File: config.mk
export PLATFORM = sky130hd
export DESIGN_NAME = rx_flat
export DESIGN_NICKNAME = d
export VERILOG_FILES = /design/src/rtl/rx_if.sv /design/src/rtl/rx.sv /design/src/flat_wrapper.sv
export SDC_FILE = /design/constraint.sdc
export NUM_CORES = 1
export LEC_CHECK = 0
export CAP_MARGIN = 0
export CORE_MARGIN = 5
export CORE_UTILIZATION = 40
export DETAILED_ROUTE_END_ITERATION = 6
export PLACE_DENSITY = 0.7
export SLEW_MARGIN = 20
export SYNTH_ARGS = -nofsm -noshare
export SYNTH_HDL_FRONTEND = slang
export SYNTH_SLANG_ARGS = --single-unit
File: constraint.sdc
create_clock -name clk -period 1.7 [get_ports clk]
set_clock_uncertainty 0.2 [all_clocks]
set_input_delay 0.34 -clock clk [delete_from_list [all_inputs] [get_ports clk]]
set_output_delay 0.34 -clock clk [all_outputs]
set_load 0.01 [all_outputs]
File: src/rtl/rx_if.sv
// Bus-side signal bundle for the SPART receiver: baud enable, serial line,
// read strobe and the registered receive data/status returned to the bus.
interface rx_if;
  logic       en;
  logic       RxD;
  logic       clr_rda;
  logic [7:0] data;
  logic       rda;
  logic       ferr;
  logic       ovr;

  // Bus/stimulus side: drives the line, baud enable and read strobe.
  modport master (
    output en,
    output RxD,
    output clr_rda,
    input  data,
    input  rda,
    input  ferr,
    input  ovr
  );

  // Receiver side.
  modport slave (
    input  en,
    input  RxD,
    input  clr_rda,
    output data,
    output rda,
    output ferr,
    output ovr
  );
endinterface

File: src/rtl/rx.sv
// 8N1 UART receiver using the 16x oversampling baud enable shared with tx.
// Holds the last byte with data-available, framing-error and overrun flags.
module rx (
  input  logic clk,
  input  logic rst,
  rx_if.slave  bus
);

  localparam logic [1:0] StIdle  = 2'd0;
  localparam logic [1:0] StStart = 2'd1;
  localparam logic [1:0] StData  = 2'd2;
  localparam logic [1:0] StStop  = 2'd3;

  logic       sync_q;
  logic       rxs_q;
  logic [1:0] state_q, state_d;
  logic [3:0] cnt_q, cnt_d;
  logic [3:0] nbit_q, nbit_d;
  logic [7:0] shreg_q, shreg_d;
  logic [7:0] data_q, data_d;
  logic       rda_q, rda_d;
  logic       ferr_q, ferr_d;
  logic       ovr_q, ovr_d;
  logic       load;

  // Two-flop synchroniser; resets to the idle (high) line level.
  always_ff @(posedge clk) begin
    if (rst) begin
      sync_q <= 1'b1;
      rxs_q  <= 1'b1;
    end else begin
      sync_q <= bus.RxD;
      rxs_q  <= sync_q;
    end
  end

  always_comb begin
    state_d = state_q;
    cnt_d   = cnt_q;
    nbit_d  = nbit_q;
    shreg_d = shreg_q;
    load    = 1'b0;
    if (bus.en) begin
      case (state_q)
        StIdle: begin
          if (!rxs_q) begin
            state_d = StStart;
            cnt_d   = 4'd0;
          end
        end
        StStart: begin
          cnt_d = cnt_q + 4'd1;
          // Mid start bit: a high line here means the low pulse was a glitch.
          if (cnt_q == 4'd7) begin
            if (!rxs_q) begin
              state_d = StData;
              cnt_d   = 4'd0;
              nbit_d  = 4'd0;
            end else begin
              state_d = StIdle;
            end
          end
        end
        StData: begin
          cnt_d = cnt_q + 4'd1;
          if (cnt_q == 4'd15) begin
            shreg_d = {rxs_q, shreg_q[7:1]};
            nbit_d  = nbit_q + 4'd1;
            if (nbit_q == 4'd7) begin
              state_d = StStop;
              cnt_d   = 4'd0;
            end
          end
        end
        StStop: begin
          cnt_d = cnt_q + 4'd1;
          if (cnt_q == 4'd15) begin
            load    = 1'b1;
            state_d = StIdle;
          end
        end
        default: state_d = StIdle;
      endcase
    end
  end

  // A load always lands, even with clr_rda in the same cycle; the clear then
  // only suppresses the overrun.
  always_comb begin
    data_d = data_q;
    rda_d  = rda_q;
    ferr_d = ferr_q;
    ovr_d  = ovr_q;
    if (load) begin
      data_d = shreg_q;
      ferr_d = ~rxs_q;
      rda_d  = 1'b1;
      if (rda_q && !bus.clr_rda) begin
        ovr_d = 1'b1;
      end else if (bus.clr_rda) begin
        ovr_d = 1'b0;
      end
    end else if (bus.clr_rda) begin
      rda_d = 1'b0;
      ovr_d = 1'b0;
    end
  end

  always_ff @(posedge clk) begin
    if (rst) begin
      state_q <= StIdle;
      cnt_q   <= 4'd0;
      nbit_q  <= 4'd0;
      shreg_q <= 8'h00;
      data_q  <= 8'h00;
      rda_q   <= 1'b0;
      ferr_q  <= 1'b0;
      ovr_q   <= 1'b0;
    end else begin
      state_q <= state_d;
      cnt_q   <= cnt_d;
      nbit_q  <= nbit_d;
      shreg_q <= shreg_d;
      data_q  <= data_d;
      rda_q   <= rda_d;
      ferr_q  <= ferr_d;
      ovr_q   <= ovr_d;
    end
  end

  assign bus.data = data_q;
  assign bus.rda  = rda_q;
  assign bus.ferr = ferr_q;
  assign bus.ovr  = ovr_q;

endmodule

File: src/flat_wrapper.sv
// flat-port wrapper written by rule: the top's interface ports become plain ports
module rx_flat 
  (clk, rst, bus_en, bus_RxD, bus_clr_rda, bus_data, bus_rda, bus_ferr, bus_ovr);
  rx_if bus_i ();
  input  logic clk;
  input  logic rst;
  input wire logic [$bits(bus_i.en)-1:0] bus_en;
  input wire logic [$bits(bus_i.RxD)-1:0] bus_RxD;
  input wire logic [$bits(bus_i.clr_rda)-1:0] bus_clr_rda;
  output wire logic [$bits(bus_i.data)-1:0] bus_data;
  output wire logic [$bits(bus_i.rda)-1:0] bus_rda;
  output wire logic [$bits(bus_i.ferr)-1:0] bus_ferr;
  output wire logic [$bits(bus_i.ovr)-1:0] bus_ovr;
  assign bus_i.en = bus_en;
  assign bus_i.RxD = bus_RxD;
  assign bus_i.clr_rda = bus_clr_rda;
  assign bus_data = bus_i.data;
  assign bus_rda = bus_i.rda;
  assign bus_ferr = bus_i.ferr;
  assign bus_ovr = bus_i.ovr;
  rx u_core (.clk(clk), .rst(rst), .bus(bus_i));
endmodule
==> metrics.md <==
| Metric | Value |
|---|---|
| Run status | finished clean |
| Power per cell area | roughly 710 nW/µm² |
| TritonCTS clock tree | yes |
| Sequential power share | between 60% and 70% |
| Clock network fraction of design power | approximately a third |
| Share of layout cells above drive strength 1 | around a quarter |
| Number of global-route vias before repair | 1,042 |
| Worst Setup Start Kind | flop |
| Final number of setup-violating endpoints | 0 |
| Total of buffers placed on input and output ports | 15 |
| Fraction of power spent switching nets | 24.6% |
| Overall Global Routing Usage | 13.4% |
| Post-synthesis sequential area ratio | 46.8% |
| Data arrival time at the worst-slack endpoint | 1680 ps |
| Initial core utilization | 40.4% |
| Synthesized netlist net count | 143 |
| Master cell of the clock root buffer | sky130_fd_sc_hd__clkbuf_4 |
| Number of different library cells in the post-synthesis netlist | 36 |
| Achievable frequency | 607 MHz |
| Sum of overflow across all layers after global routing | 0 |
| Final std cells w/o fill | between 200 and 250 |
| Overall die area | approximately 4600 µm² |
| Total power after layout | between 1 and 1.5 mW |
| Routed vias | 1,033 |
| Total of hold buffers inserted after clock tree synthesis | 0 |
| Placed wire-length estimate after detailed placement | ~1900 µm |
| Core Util, Final | 52.5% |
| Final weighted congestion of routability-driven global placement | around 0.8 |
| FFs w/ async S/R, synth | 0% |
| Dominant synthesized flop cell | sky130_fd_sc_hd__dfxtp_1 |
| Post-route minimum period | around 1600 ps |
| Hold Fails Final Rpt | 0 |
| Clock input transition at the sequential cells of the worst setup and hold paths | approximately 100 ps |
| Number of DRC violations after detailed routing | 0 |
| Warnings, synthesis | 0 |
| Max rail drop VDD | around 490 µV |
| Placed cells | 204 |
| Worst Setup End Kind | flop |
| Clock insertion delay at the later pin of the skew report | 330 ps |
| Die W | ~68 µm |
| Tightest hold margin | 228 ps |
| Post-detailed-route via-to-cell ratio | 4.80 |
| Worst min-delay path category | reg2reg |
| Lkg Pwr | ~0.65 nW |
| Layout Nets | roughly 180 |
| Wirelength, routed | roughly 2700 µm |
| Layout overhead on the synthesized area | 30.1% |
| Die Y-Extent | roughly 68 µm |
| CTS Buf Count | 5 |
| Post-Synthesis Cells | between 100 and 150 |
| Max-cap violation count | 0 |
| Comb power frac | slightly below 5% |
| Worst slew slack as a fraction of its limit | between 70% and 80% |
| Placed standard-cell area | around 1600 µm² |
| Library cell with the largest summed area after synthesis | sky130_fd_sc_hd__dfxtp_1 |
| Level count of the clock H-tree | 2 |
| Proportion of netlist area held by the largest area contributor | a little under half |
| Commonest cells in the synthesized netlist | sky130_fd_sc_hd__dfxtp_1, sky130_fd_sc_hd__nor2_1, sky130_fd_sc_hd__mux2i_1 |
| I/O pin count | 16 |
| Cell internal power dissipation | 0.918 mW |
| Clk sinks | 31 |
| Average instance area after synthesis | ~9.8 µm² |
| RSZ-0062 raised after global routing | true |
| Most frequently used cell type in the post-synthesis netlist | sky130_fd_sc_hd__dfxtp_1 |
| DRC violation total after the first TritonRoute iteration | 67 |
| Count of fill cells added during filler insertion | 325 |
| Core outline area | 3280 µm² |
| Average wire length per cell after detail routing | 12.4 µm |
| Final design area excluding fillers | approximately 1700 µm² |
| Antenna violations before repair | 0 |
| Net switching component of the power | 0.300 mW |
| Cells taking the most area after synthesis | sky130_fd_sc_hd__dfxtp_1, sky130_fd_sc_hd__mux2i_1, sky130_fd_sc_hd__nor2_1, sky130_fd_sc_hd__a2111oi_4, sky130_fd_sc_hd__xnor2_1 |
| Site row count | 21 |
| Maximum number of pins on one net before global-route repair | 29 |
| Slew at the pin closest to its max-slew limit | approximately 340 ps |
| Number of flops mapped to enable cells by yosys | 0 |
| First-pass GRT wire length | between 4000 and 5000 µm |
| Count of TritonRoute iterations in the first routing pass | 4 |
| Critical path peak fanout | 4 |
| Max Buffers Root-to-Sink | 2 |
| Slew Viols, Final | 0 |
| Required arrival time at the worst endpoint | 1730 ps |
| Post-Synthesis Cell Area | 1330 µm² |
| Worst setup path category | reg2reg |
| Antenna Diode Count | 0 |
| Residual antenna-violating net count after detailed routing | 0 |
| Fraction of the cycle the final worst path needs | 96.9% |
| Flip-flop and latch count after synthesis | 31 |
[cells by family after synthesis]
logic type               count (synthesis)  synth area share, %
flip-flops                              31                 46.8
XOR/XNOR                                 4                 2.64
multiplexers                            20                 15.1
buffers and inverters                   11                 4.72
adder cells (fa/ha/maj)                  2                 1.89
AND/OR/NAND/NOR                         51                 17.6
AO/OA/AOI/OAI                           17                 11.2
[cell usage in the layout, fill, tap and decap left out, types with 2 or more instances in the layout]
cell                               n
sky130_fd_sc_hd__buf_6             2
sky130_fd_sc_hd__xnor2_1           3
sky130_fd_sc_hd__dlygate4sd2_1    11
sky130_fd_sc_hd__clkbuf_4          5
sky130_fd_sc_hd__nor2_2            2
sky130_fd_sc_hd__nand2_1           6
sky130_fd_sc_hd__buf_12            2
sky130_fd_sc_hd__nor2_1           27
sky130_fd_sc_hd__buf_4            13
sky130_fd_sc_hd__a211oi_1          2
sky130_fd_sc_hd__or2_2             2
sky130_fd_sc_hd__dfxtp_1          27
sky130_fd_sc_hd__clkdlybuf4s50_1   4
sky130_fd_sc_hd__clkinvlp_4        2
sky130_fd_sc_hd__nand3_1           3
sky130_fd_sc_hd__a21oi_1           3
sky130_fd_sc_hd__mux2i_1          20
sky130_fd_sc_hd__dfxtp_2           4
sky130_fd_sc_hd__inv_1             4
sky130_fd_sc_hd__nand4_1           2
sky130_fd_sc_hd__nor3_1            3
[worst max-delay path: stages, from the launching register on]
cell	delay [ps]
sky130_fd_sc_hd__dfxtp_2	340
sky130_fd_sc_hd__or3_4	430
sky130_fd_sc_hd__a221o_2	380
sky130_fd_sc_hd__o211ai_1	90
sky130_fd_sc_hd__o21ai_1	90
[final cells by class]
type | count | area (µm²) | area share [%]
Sequential cell | 31 | 626 | 36.3
Timing Repair Buffer | 32 | 297 | 17.2
Clock inverter | 3 | 20.0 | 1.16
Inverter | 4 | 15.0 | 0.870
Clock buffer | 5 | 37.5 | 2.18
Multi-Input combinational cell | 94 | 673 | 39.0
Tap cell | 46 | 57.6 | 3.34
[power groups by stage]
stage	combinational, mW	clock [mW]	sequential [mW]
2_1_floorplan	0.0307	0	0.752
3_3_place_gp	0.0564	0	0.752
3_5_place_dp	0.0587	0	0.752
4_1_cts	0.0594	0.440	0.736
5_1_grt	0.0661	0.482	0.738
6_report	0.0598	0.422	0.736
[per-stage QoR]
| stage | setup slack, ps | TNS [ps] |
|---|---|---|
| floorplan | 2.62 | 0 |
| global placement | -265 | -4870 |
| detailed placement | -308 | -5330 |
| CTS | 9.24 | 0 |
| global route | -26.4 | -76.1 |
| finish | 52.6 | 0 |
[state kept, by name (all words and copies together), names as in the netlist, named ones only]
name             count
u_core.bus.data      8
u_core.shreg_q       8
u_core.cnt_q         4
u_core.nbit_q        4
u_core.bus.ferr      1
u_core.bus.ovr       1
u_core.bus.rda       1
u_core.rxs_q         1
u_core.state_q       1
u_core.sync_q        1
[layer usage]
layer  wire length [µm]  vias up  global-route usage [%]  share of wire (%)
met5                  0        -                       0                  0
met4                 63        0                    6.84                2.4
met3                111        9                    4.33                4.2
met2               1250       18                    21.9                 47
met1               1230      477                    15.6                 46
li1                   -      529                       -                  -
[path summary, 6_finish.rpt]
kind                               startpoint  slack, ps               to  cells after the start
worst min register to register  u_core.sync_q        230     u_core.rxs_q                      1
worst max-delay path                     flop         50  u_core.cnt_q[3]                      4
worst min-delay path            u_core.sync_q        230     u_core.rxs_q                      1
worst max register to register           flop         50  u_core.cnt_q[3]                      4
[repair_timing]
| action | CTS | global route |
|---|---|---|
| resized for setup | 17 | 5 |
| buffers inserted | 0 | 3 |
| setup endpoints to repair | 27 | 13 |
| pin swaps | 2 | 8 |
| hold endpoints to repair | 0 | 0 |
Power figures use the tool's default switching activity.
